--- config.mk ---
export PLATFORM = sky130hd
export DESIGN_NAME = dmem_resp_flat
export DESIGN_NICKNAME = d
export VERILOG_FILES = /design/src/rtl/dmem_resp_pkg.sv /design/src/rtl/dmem_resp_if.sv /design/src/rtl/dmem_resp_array.sv /design/src/rtl/dmem_resp.sv /design/src/flat_wrapper.sv
export SDC_FILE = /design/constraint.sdc
export NUM_CORES = 2
export LEC_CHECK = 0
export ABC_AREA = 1
export CAP_MARGIN = 5
export CORE_MARGIN = 3
export CORE_UTILIZATION = 40
export CTS_BUF_LIST = sky130_fd_sc_hd__clkbuf_4 sky130_fd_sc_hd__clkbuf_8 sky130_fd_sc_hd__clkbuf_16
export DETAILED_ROUTE_END_ITERATION = 8
export MAX_ROUTING_LAYER = met4
export PLACE_DENSITY = 0.61
export SYNTH_ARGS = -nofsm -noshare
export SYNTH_HDL_FRONTEND = slang
export SYNTH_SLANG_ARGS = --single-unit
--- constraint.sdc ---
create_clock -name clk -period 13.86 [get_ports clk]
set_input_delay 4.158 -clock clk [delete_from_list [all_inputs] [get_ports clk]]
set_output_delay 4.158 -clock clk [all_outputs]
set_load 0.02 [all_outputs]
--- src/rtl/dmem_resp_pkg.sv ---
// dmem_resp_pkg: shared types and constants for the dmem_resp data-memory
// responder (state encoding, word/byte-enable types, bytes per word).
package dmem_resp_pkg;

  typedef enum logic [1:0] {
    IDLE,
    WAIT,
    RESP
  } state_t;

  typedef logic [31:0] word_t;
  typedef logic [3:0]  be_t;

  localparam int unsigned BYTES_PER_WORD = 4;

endpackage

--- src/rtl/dmem_resp_if.sv ---
// dmem_resp_if: request/response bundle between a load/store requester and
// the dmem_resp responder.
//   request : req_valid, req_ready, req_we, req_addr, req_wdata, req_be
//   response: rsp_valid, rsp_ready, rsp_rdata, rsp_err
// modport master = requester side, modport slave = responder side.
interface dmem_resp_if;
  import dmem_resp_pkg::*;

  logic  req_valid;
  logic  req_ready;
  logic  req_we;
  word_t req_addr;
  word_t req_wdata;
  be_t   req_be;
  logic  rsp_valid;
  logic  rsp_ready;
  word_t rsp_rdata;
  logic  rsp_err;

  modport master (
    output req_valid, req_we, req_addr, req_wdata, req_be, rsp_ready,
    input  req_ready, rsp_valid, rsp_rdata, rsp_err
  );

  modport slave (
    input  req_valid, req_we, req_addr, req_wdata, req_be, rsp_ready,
    output req_ready, rsp_valid, rsp_rdata, rsp_err
  );

endinterface

--- src/rtl/dmem_resp_array.sv ---
// dmem_resp_array: single-port synchronous RAM, DEPTH_WORDS x 32 bits, with
// per-byte write enables and a registered read.
//   clk   : rising-edge clock
//   en    : perform an access this edge
//   we    : 1 = write enabled byte lanes, 0 = read word into rdata
//   addr  : word index
//   be    : byte enables (bit i -> wdata[8i+7:8i])
//   wdata : write data
//   rdata : registered read data (holds its value on writes / idle cycles)
// Contents are not reset.
module dmem_resp_array
  import dmem_resp_pkg::*;
#(
  parameter int unsigned DEPTH_WORDS = 64,
  parameter int unsigned AW          = $clog2(DEPTH_WORDS)
) (
  input  logic          clk,
  input  logic          en,
  input  logic          we,
  input  logic [AW-1:0] addr,
  input  be_t           be,
  input  word_t         wdata,
  output word_t         rdata
);

  word_t mem [DEPTH_WORDS];

  always_ff @(posedge clk) begin
    if (en) begin
      if (we) begin
        for (int unsigned i = 0; i < BYTES_PER_WORD; i++) begin
          if (be[i]) begin
            mem[addr][8*i +: 8] <= wdata[8*i +: 8];
          end
        end
      end else begin
        rdata <= mem[addr];
      end
    end
  end

endmodule

--- src/rtl/dmem_resp.sv ---
// dmem_resp: multi-cycle data-memory responder. Accepts one load/store at a
// time, waits LATENCY cycles, performs the access on the edge entering RESP
// and holds the response until the requester takes it.
//   clk   : rising-edge clock
//   reset : asynchronous reset, active low
//   bus   : dmem_resp_if.slave (req_* request handshake, rsp_* response)
// Parameters: DEPTH_WORDS (power of two, >= 2), LATENCY (0..15),
//   BASE_ADDR (byte address of word 0, aligned to DEPTH_WORDS*4).
// Optional macro DMEM_RESP_CHECK_EN: flags misaligned or out-of-range
//   requests with rsp_err=1 (no write, zero read data). Without it the
//   address low bits are ignored, the word index wraps and rsp_err is 0.
module dmem_resp
  import dmem_resp_pkg::*;
#(
  parameter int unsigned DEPTH_WORDS = 64,
  parameter int unsigned LATENCY     = 2,
  parameter word_t       BASE_ADDR   = 32'h0000_0000
) (
  input logic        clk,
  input logic        reset,
  dmem_resp_if.slave bus
);

  localparam int unsigned AW        = $clog2(DEPTH_WORDS);
  localparam logic [3:0]  LAST_WAIT = (LATENCY > 0) ? 4'(LATENCY - 1) : 4'd0;

  state_t     state, state_nxt;
  logic [3:0] cnt, cnt_nxt;
  logic       accept;
  logic       access;

  logic  we_q;
  word_t addr_q;
  word_t wdata_q;
  be_t   be_q;

  // With LATENCY=0 the access happens on the accepting edge, so the access
  // path reads the live request in IDLE and the latched copy otherwise.
  logic          acc_we;
  word_t         acc_addr;
  word_t         acc_wdata;
  be_t           acc_be;
  logic          acc_err;
  word_t         offset;
  logic [AW-1:0] acc_idx;
  word_t         arr_rdata;
  logic          rsp_err_int;

  assign accept = (state == IDLE) && bus.req_valid;

  always_comb begin
    if (state == IDLE) begin
      acc_we    = bus.req_we;
      acc_addr  = bus.req_addr;
      acc_wdata = bus.req_wdata;
      acc_be    = bus.req_be;
    end else begin
      acc_we    = we_q;
      acc_addr  = addr_q;
      acc_wdata = wdata_q;
      acc_be    = be_q;
    end
  end

  assign offset  = acc_addr - BASE_ADDR;
  assign acc_idx = offset[AW+1:2];

`ifdef DMEM_RESP_CHECK_EN
  logic err_q;

  assign acc_err = (acc_addr[1:0] != 2'b00) || (acc_addr < BASE_ADDR) ||
                   ({1'b0, offset} >= 33'(DEPTH_WORDS * BYTES_PER_WORD));

  always_ff @(posedge clk or negedge reset) begin
    if (!reset) begin
      err_q <= 1'b0;
    end else if (accept) begin
      err_q <= acc_err;
    end
  end

  assign rsp_err_int = err_q;
`else
  logic unused_offset_bits;

  assign acc_err            = 1'b0;
  assign unused_offset_bits = ^{offset[31:AW+2], offset[1:0]};
  assign rsp_err_int        = 1'b0;
`endif

  always_ff @(posedge clk or negedge reset) begin
    if (!reset) begin
      state <= IDLE;
      cnt   <= '0;
    end else begin
      state <= state_nxt;
      cnt   <= cnt_nxt;
    end
  end

  always_comb begin
    state_nxt = state;
    cnt_nxt   = cnt;
    access    = 1'b0;
    unique case (state)
      IDLE: begin
        if (bus.req_valid) begin
          cnt_nxt = '0;
          if (LATENCY == 0) begin
            access    = 1'b1;
            state_nxt = RESP;
          end else begin
            state_nxt = WAIT;
          end
        end
      end
      WAIT: begin
        cnt_nxt = cnt + 4'd1;
        if (cnt == LAST_WAIT) begin
          access    = 1'b1;
          state_nxt = RESP;
        end
      end
      RESP: begin
        if (bus.rsp_ready) begin
          state_nxt = IDLE;
        end
      end
      default: state_nxt = IDLE;
    endcase
  end

  always_ff @(posedge clk or negedge reset) begin
    if (!reset) begin
      we_q    <= 1'b0;
      addr_q  <= '0;
      wdata_q <= '0;
      be_q    <= '0;
    end else if (accept) begin
      we_q    <= bus.req_we;
      addr_q  <= bus.req_addr;
      wdata_q <= bus.req_wdata;
      be_q    <= bus.req_be;
    end
  end

  // The RAM has no reset; gating with reset keeps an edge during reset
  // (LATENCY=0 with req_valid high) from touching memory.
  dmem_resp_array #(
    .DEPTH_WORDS (DEPTH_WORDS),
    .AW          (AW)
  ) u_array (
    .clk   (clk),
    .en    (access && reset),
    .we    (acc_we && !acc_err),
    .addr  (acc_idx),
    .be    (acc_be),
    .wdata (acc_wdata),
    .rdata (arr_rdata)
  );

  // The RAM read register only changes on a load access, so it is stable
  // for the whole of RESP; masking outside RESP gives the zero idle value.
  assign bus.req_ready = (state == IDLE);
  assign bus.rsp_valid = (state == RESP);
  assign bus.rsp_err   = (state == RESP) && rsp_err_int;
  assign bus.rsp_rdata = ((state == RESP) && !we_q && !rsp_err_int) ? arr_rdata : '0;

endmodule

--- src/flat_wrapper.sv ---
// flat-port wrapper written by rule: the top's interface ports become plain ports
module dmem_resp_flat import dmem_resp_pkg::*;
#(
  parameter int unsigned DEPTH_WORDS = 64,
  parameter int unsigned LATENCY     = 2,
  parameter word_t       BASE_ADDR   = 32'h0000_0000
)
  (clk, reset, bus_req_valid, bus_req_we, bus_req_addr, bus_req_wdata, bus_req_be, bus_rsp_ready, bus_req_ready, bus_rsp_valid, bus_rsp_rdata, bus_rsp_err);
  dmem_resp_if bus_i ();
  input logic clk;
  input logic reset;
  input wire logic [$bits(bus_i.req_valid)-1:0] bus_req_valid;
  input wire logic [$bits(bus_i.req_we)-1:0] bus_req_we;
  input wire logic [$bits(bus_i.req_addr)-1:0] bus_req_addr;
  input wire logic [$bits(bus_i.req_wdata)-1:0] bus_req_wdata;
  input wire logic [$bits(bus_i.req_be)-1:0] bus_req_be;
  input wire logic [$bits(bus_i.rsp_ready)-1:0] bus_rsp_ready;
  output wire logic [$bits(bus_i.req_ready)-1:0] bus_req_ready;
  output wire logic [$bits(bus_i.rsp_valid)-1:0] bus_rsp_valid;
  output wire logic [$bits(bus_i.rsp_rdata)-1:0] bus_rsp_rdata;
  output wire logic [$bits(bus_i.rsp_err)-1:0] bus_rsp_err;
  assign bus_i.req_valid = bus_req_valid;
  assign bus_i.req_we = bus_req_we;
  assign bus_i.req_addr = bus_req_addr;
  assign bus_i.req_wdata = bus_req_wdata;
  assign bus_i.req_be = bus_req_be;
  assign bus_i.rsp_ready = bus_rsp_ready;
  assign bus_req_ready = bus_i.req_ready;
  assign bus_rsp_valid = bus_i.rsp_valid;
  assign bus_rsp_rdata = bus_i.rsp_rdata;
  assign bus_rsp_err = bus_i.rsp_err;
  dmem_resp #(.DEPTH_WORDS(DEPTH_WORDS), .LATENCY(LATENCY), .BASE_ADDR(BASE_ADDR)) u_core (.clk(clk), .reset(reset), .bus(bus_i));
endmodule
After elaboration in Yosys (flattened, before gate mapping):

Memory sizes are Yosys's and may differ from the RTL's. A register that Yosys moved wholly into a read port is not among the register bits.
Index checks and enable logic that the tools add are counted.
W data, S select, Z words.

* register bits after elaboration: 51
* bits in writable memories: 2048
* bits of input ports: 73
* output and inout port bits: 35
* memories kept: 1

Memory list
* u_core.u_array.mem: words 64, width 32, read ports 1, clocked after memory_dff 1, wr ports 1, RTL line dmem_resp_array.sv:26 `word_t mem [DEPTH_WORDS];`

* add/sub/neg operators: 1
* equal/unequal tests: 6
* mux-type cells: 29
* bitwise logic cells: 1
* reductions and logical operators: 9

Operators with widths (count)
* $mux W32: 2
* $mux W1: 19
* $mux W4: 2
* $mux W8: 1
* $pmux W4 S2: 1
* $mux W2: 3
* $pmux W2 S3: 1
* $add A4 B1 Y4 const B: 1
* $eq A4 B1 Y1 const B: 1
* $ne A2 B2 Y1 const B: 2
* $reduce_and A2 Y1: 2
* $logic_and A1 B1 Y1: 3
* $reduce_and A3 Y1: 1
* $eq A2 B1 Y1 const B: 1
* $eq A2 B2 Y1 const B: 1
* $logic_not A2 Y1: 1
* $ne A2 B1 Y1 const B: 1
* $reduce_bool A2 Y1: 1
* $logic_not A1 Y1: 1
* $not A1 Y1: 1

Logic depth before layout (Yosys ltp):

* depth in word-level cells: 6
* mapped depth: 17
* depth with buffers taken out: 14

By module:

From an unflattened synthesis, not the netlist that was laid out.

* cell total of the unflattened synthesis: 9112
* area, all modules: 90735.8 um^2

By module, submodules not included
* dmem_resp_array: instances 1, cells an instance 8727, area an instance 88059.5 um^2, sequential area each 62459.9 um^2
* dmem_resp: instances 1, cells an instance 385, area an instance 2676.3 um^2, sequential area each 1226.2 um^2

Least setup slack after synthesis:

Ideal clock, no wire load.

* kind: input -> register
* from: in bus_req_wdata[0]
* to: mem u_core.u_array.mem[0][0] in the netlist's numbering, data pin
* arrival time: 6.726 ns
* path slack: 6.432 ns
* cell stages on the path: 2
* cells stage by stage: inv_1 o21ai_0

* word-level cells in the longest chain between the ends: 1

RTL lines
* from (decl): RTL line flat_wrapper.sv:15 `input wire logic [$bits(bus_i.req_wdata)-1:0] bus_req_wdata;`
* $mux W32: RTL line dmem_resp.sv:52 `if (state == IDLE) begin`
* named net u_core.acc_wdata[0]: RTL line dmem_resp.sv:41 `word_t acc_wdata;`
* to (decl): RTL line dmem_resp_array.sv:26

The timed path passes the listed nets, and every way through them passes these cells.

Worst setup path after layout:

* from: in bus_req_addr[2]
* to: reg u_core.u_array.rdata[23], read port of u_core.u_array.mem, data pin

* word-level cells in the longest chain between the ends: 1

RTL lines
* from (decl): RTL line flat_wrapper.sv:14 `input wire logic [$bits(bus_i.req_addr)-1:0] bus_req_addr;`
* $mux W8: RTL line dmem_resp.sv:52
* to (decl): RTL line dmem_resp_array.sv:23 `output word_t rdata`

No other way between the ends.
A chain may end at the register's enable or synchronous reset.

==> metrics.yaml <==
logic_synthesis:
  synthAdderAreaFrac: 0.000273
  synth-compound-area-share: 0.00528
  seq_area_frac_synth: 0.695
  synth_xor_area_frac: 0.0000956
  yosys_warnings: 0
  synth_top_family_by_area: "simple AND/OR/NAND/NOR gates"
  yosys.area_share.simple: 0.269
  synth_area_sq_um: 91600
  ys_types: 25
  syn_inst: 9215
  avgSynthCellArea_sq_um: 9.94
  muxShareOfSynthArea: 0
  ys_ff_latch: 2129
  syn_nets: 9290
route:
  dr.first_iter.drc_count: 7356
  routed-via-count: 64100
  drc: 21
  dr.pass1.iters: 9
  viasPerCell: 5.23
  wire_per_inst_microns: 22.1
  wl_microns: 271000
  ant_nets: 0
global_routing:
  grt_pass1_vias: 61300
  grt_pass1_wl_microns: 398000
  track_usage: 0.233
  overflow: 0
  antenna_found_initial: 18
  grt_max_degree: 197
job:
  max_cap_violations: 0
sta:
  max-slew-margin-rel: 0.128
  whs_ps: 483
  hold_violations: 0
  max_freq_mhz: 126
  maxSlewViolCount: 0
  final.setup_skew_ps: 47.1
  setup_tns_ps: 0
  worst_slack_ps: 5890
  fin_crit_sh: 0.575
  grt_setup_unrepaired: "false"
  worst_slew_pin_slew_ps: 1310
  fin_crit_ps: 7970
  final-setup-viol-count: 0
clock_tree:
  cts_buffers: 213
  cts_sinks: 2129
  cts-resized-gates: 0
  cts_root_buffer: "clkbuf_16"
  cts_hold_repair.buffers: 0
  clk_pin_slew_ps: 60
  cts_tree: "yes"
  h-tree-depth: 4
  cts_buffer_depth: 3
  clk_latency_ps: 870
  cts_setup_buffers: 0
floorplanning:
  die_h_microns: 485
  io_pins: 108
  coreArea_sq_um: 228000
  die_area_sq_um: 235000
  die_x_microns: 485
  initial_core_util: 0.402
  std_cell_rows: 175
layout:
  fill_cells: 21100
  layout.nets: 9135
  seqCellArea_sq_um: 63700
  multi_input_area_sq_um: 25700
  drive_gt1_frac: 0.0565
  area_growth_pct: 11.7
power_and_ir_drop:
  pwr-share-comb: 0.406
  p_sw_uw: 10100
  p_leak_uw: 0.0417
  seqPwrFrac: 0.352
  vdd_drop_max_mv: 0.250
  p_total_uw: 23900
  power.density_nw_per_um2: 234
  p_int_uw: 13800
  clockPowerShare: 0.243
  swShare: 0.422
setup_path:
  start_kind: "input pin"
  critical_path_class: "in2reg"
  critPathCaptureType: "flop"
  critPathMaxFanout: 88
  critical_path_required_ps: 14480
  cp.arrival_ps: 8590
place:
  place.gp.congestion: 0.829
  place_ws_ps: 5000
  port_buffers: 80
  hpwlAfterDp_microns: 147000
outcome:
  violations: "DRC"
  status: "complete, but fails checks"
hold_path:
  hold_class: "reg2reg"
[synthesized netlist by cell type (all sizes together)]
library cell  instances  area share
nor3                  8     0.00076
edfxtp             2080        0.68
inv                 123      0.0050
o21ai                88      0.0049
o22ai                 2     0.00014
nand4                 1    0.000068
xor2                  1    0.000096
dfrtp                49       0.013
a21oi                 4     0.00022
nand3               706       0.039
nor2                372       0.016
clkbuf              278       0.011
nand2              5231        0.21
conb                  1    0.000041
buf                 269       0.014
ha                    2     0.00027
[cell type report]
type	count	share of cell area
antenna	27	0.000660
clock buffer	274	0.0574
clock inverter	117	0.0111
inverter	123	0.00451
multi-input combinational	6416	0.251
sequential	2129	0.622
tap	3009	0.0368
timing repair buffer	177	0.0161
[power groups by stage]
| stage | registers, uW | clock network, uW | logic [uW] |
|---|---|---|---|
| 2_1_floorplan | 8700 | 0 | 5930 |
| 3_3_place_gp | 8540 | 0 | 9520 |
| 3_5_place_dp | 8550 | 0 | 9590 |
| 4_1_cts | 8410 | 5870 | 9630 |
| 5_1_grt | 8420 | 6120 | 10700 |
| 6_report | 8420 | 5800 | 9700 |
[sequential cells by signal, indices dropped and copies added, names as in the netlist]
signal	count
u_core.addr_q	6
u_core.be_q	4
u_core.cnt	4
u_core.state	2
u_core.u_array.mem	2048
u_core.u_array.rdata	32
u_core.wdata_q	32
u_core.we_q	1
[layer usage]
| metal | global-route usage | up-vias | share of wire |
|---|---|---|---|
| met5 | - | - | 0 |
| met4 | 0.0956 | 0 | 0.042 |
| met1 | 0.304 | 30900 | 0.40 |
| met2 | 0.352 | 2827 | 0.46 |
| met3 | 0.0537 | 518 | 0.098 |
| li1 | - | 29900 | - |
[final timing paths]
path / from / endpoint / slack (ps) / cells past startpoint
setup / recovery: bus_req_addr[2] / u_core.u_array.rdata[23] / 5890 / 15
hold / removal: u_core.wdata_q[13] / u_core.wdata_q[13] / 480 / 2
setup reg to reg: u_core.state[1] / u_core.u_array.rdata[23] / 8500 / 16
hold reg to reg: u_core.wdata_q[13] / u_core.wdata_q[13] / 480 / 2
max in group asynchronous: reset / u_core.wdata_q[11] / 9870 / 2
min in group asynchronous: reset / u_core.wdata_q[7] / 3470 / 2
[cells by family (layout without fill, tap and decap cells)]
family          Yosys count  count (layout)
buf+inv                 670             691
flops                  2129            2129
other cells               1              28
xor+xnor                  1               1
fa+ha+maj                 2               2
compound gates           94              94
simple gates           6318            6318
[worst max-delay path: stages]
cell	delay, ps
clkdlybuf4s50_1	570
nand2_4	380
nand2_4	600
buf_4	740
buf_4	880
nand2_1	120
nand2_1	110
nand2_1	50
nand2_1	90
nand2_1	40
nand2_1	140
nand2_1	70
nand2_1	180
nor2_1	60
nand2_1	250
[metrics by stage]
step / area (sq um) / std cells / util
finish: 102000 / 12300 / 0.450
detailed placement: 95300 / 11900 / 0.418
CTS: 102000 / 12200 / 0.449
global route: 102000 / 12300 / 0.449
global placement: 95300 / 11900 / 0.418
floorplan: 91600 / 9215 / -
[placed cells by master (no fill, tap or decap), types with 10 or more instances in the layout]
cell type / netlist / final
o21ai_4: 0 / 33
edfxtp_1: 2080 / 2080
clkinv_2: 0 / 36
bufinv_16: 0 / 21
buf_4: 7 / 87
inv_1: 115 / 115
nor2_1: 363 / 362
dfrtp_1: 49 / 49
buf_12: 0 / 10
clkdlybuf4s50_1: 0 / 79
o21ai_0: 80 / 48
clkbuf_4: 0 / 52
diode_2: 0 / 27
clkbuf_16: 0 / 216
nand2_1: 5228 / 5215
clkinv_1: 0 / 45
nand3_1: 706 / 706
No activity file was read; power rests on OpenSTA's default activity.
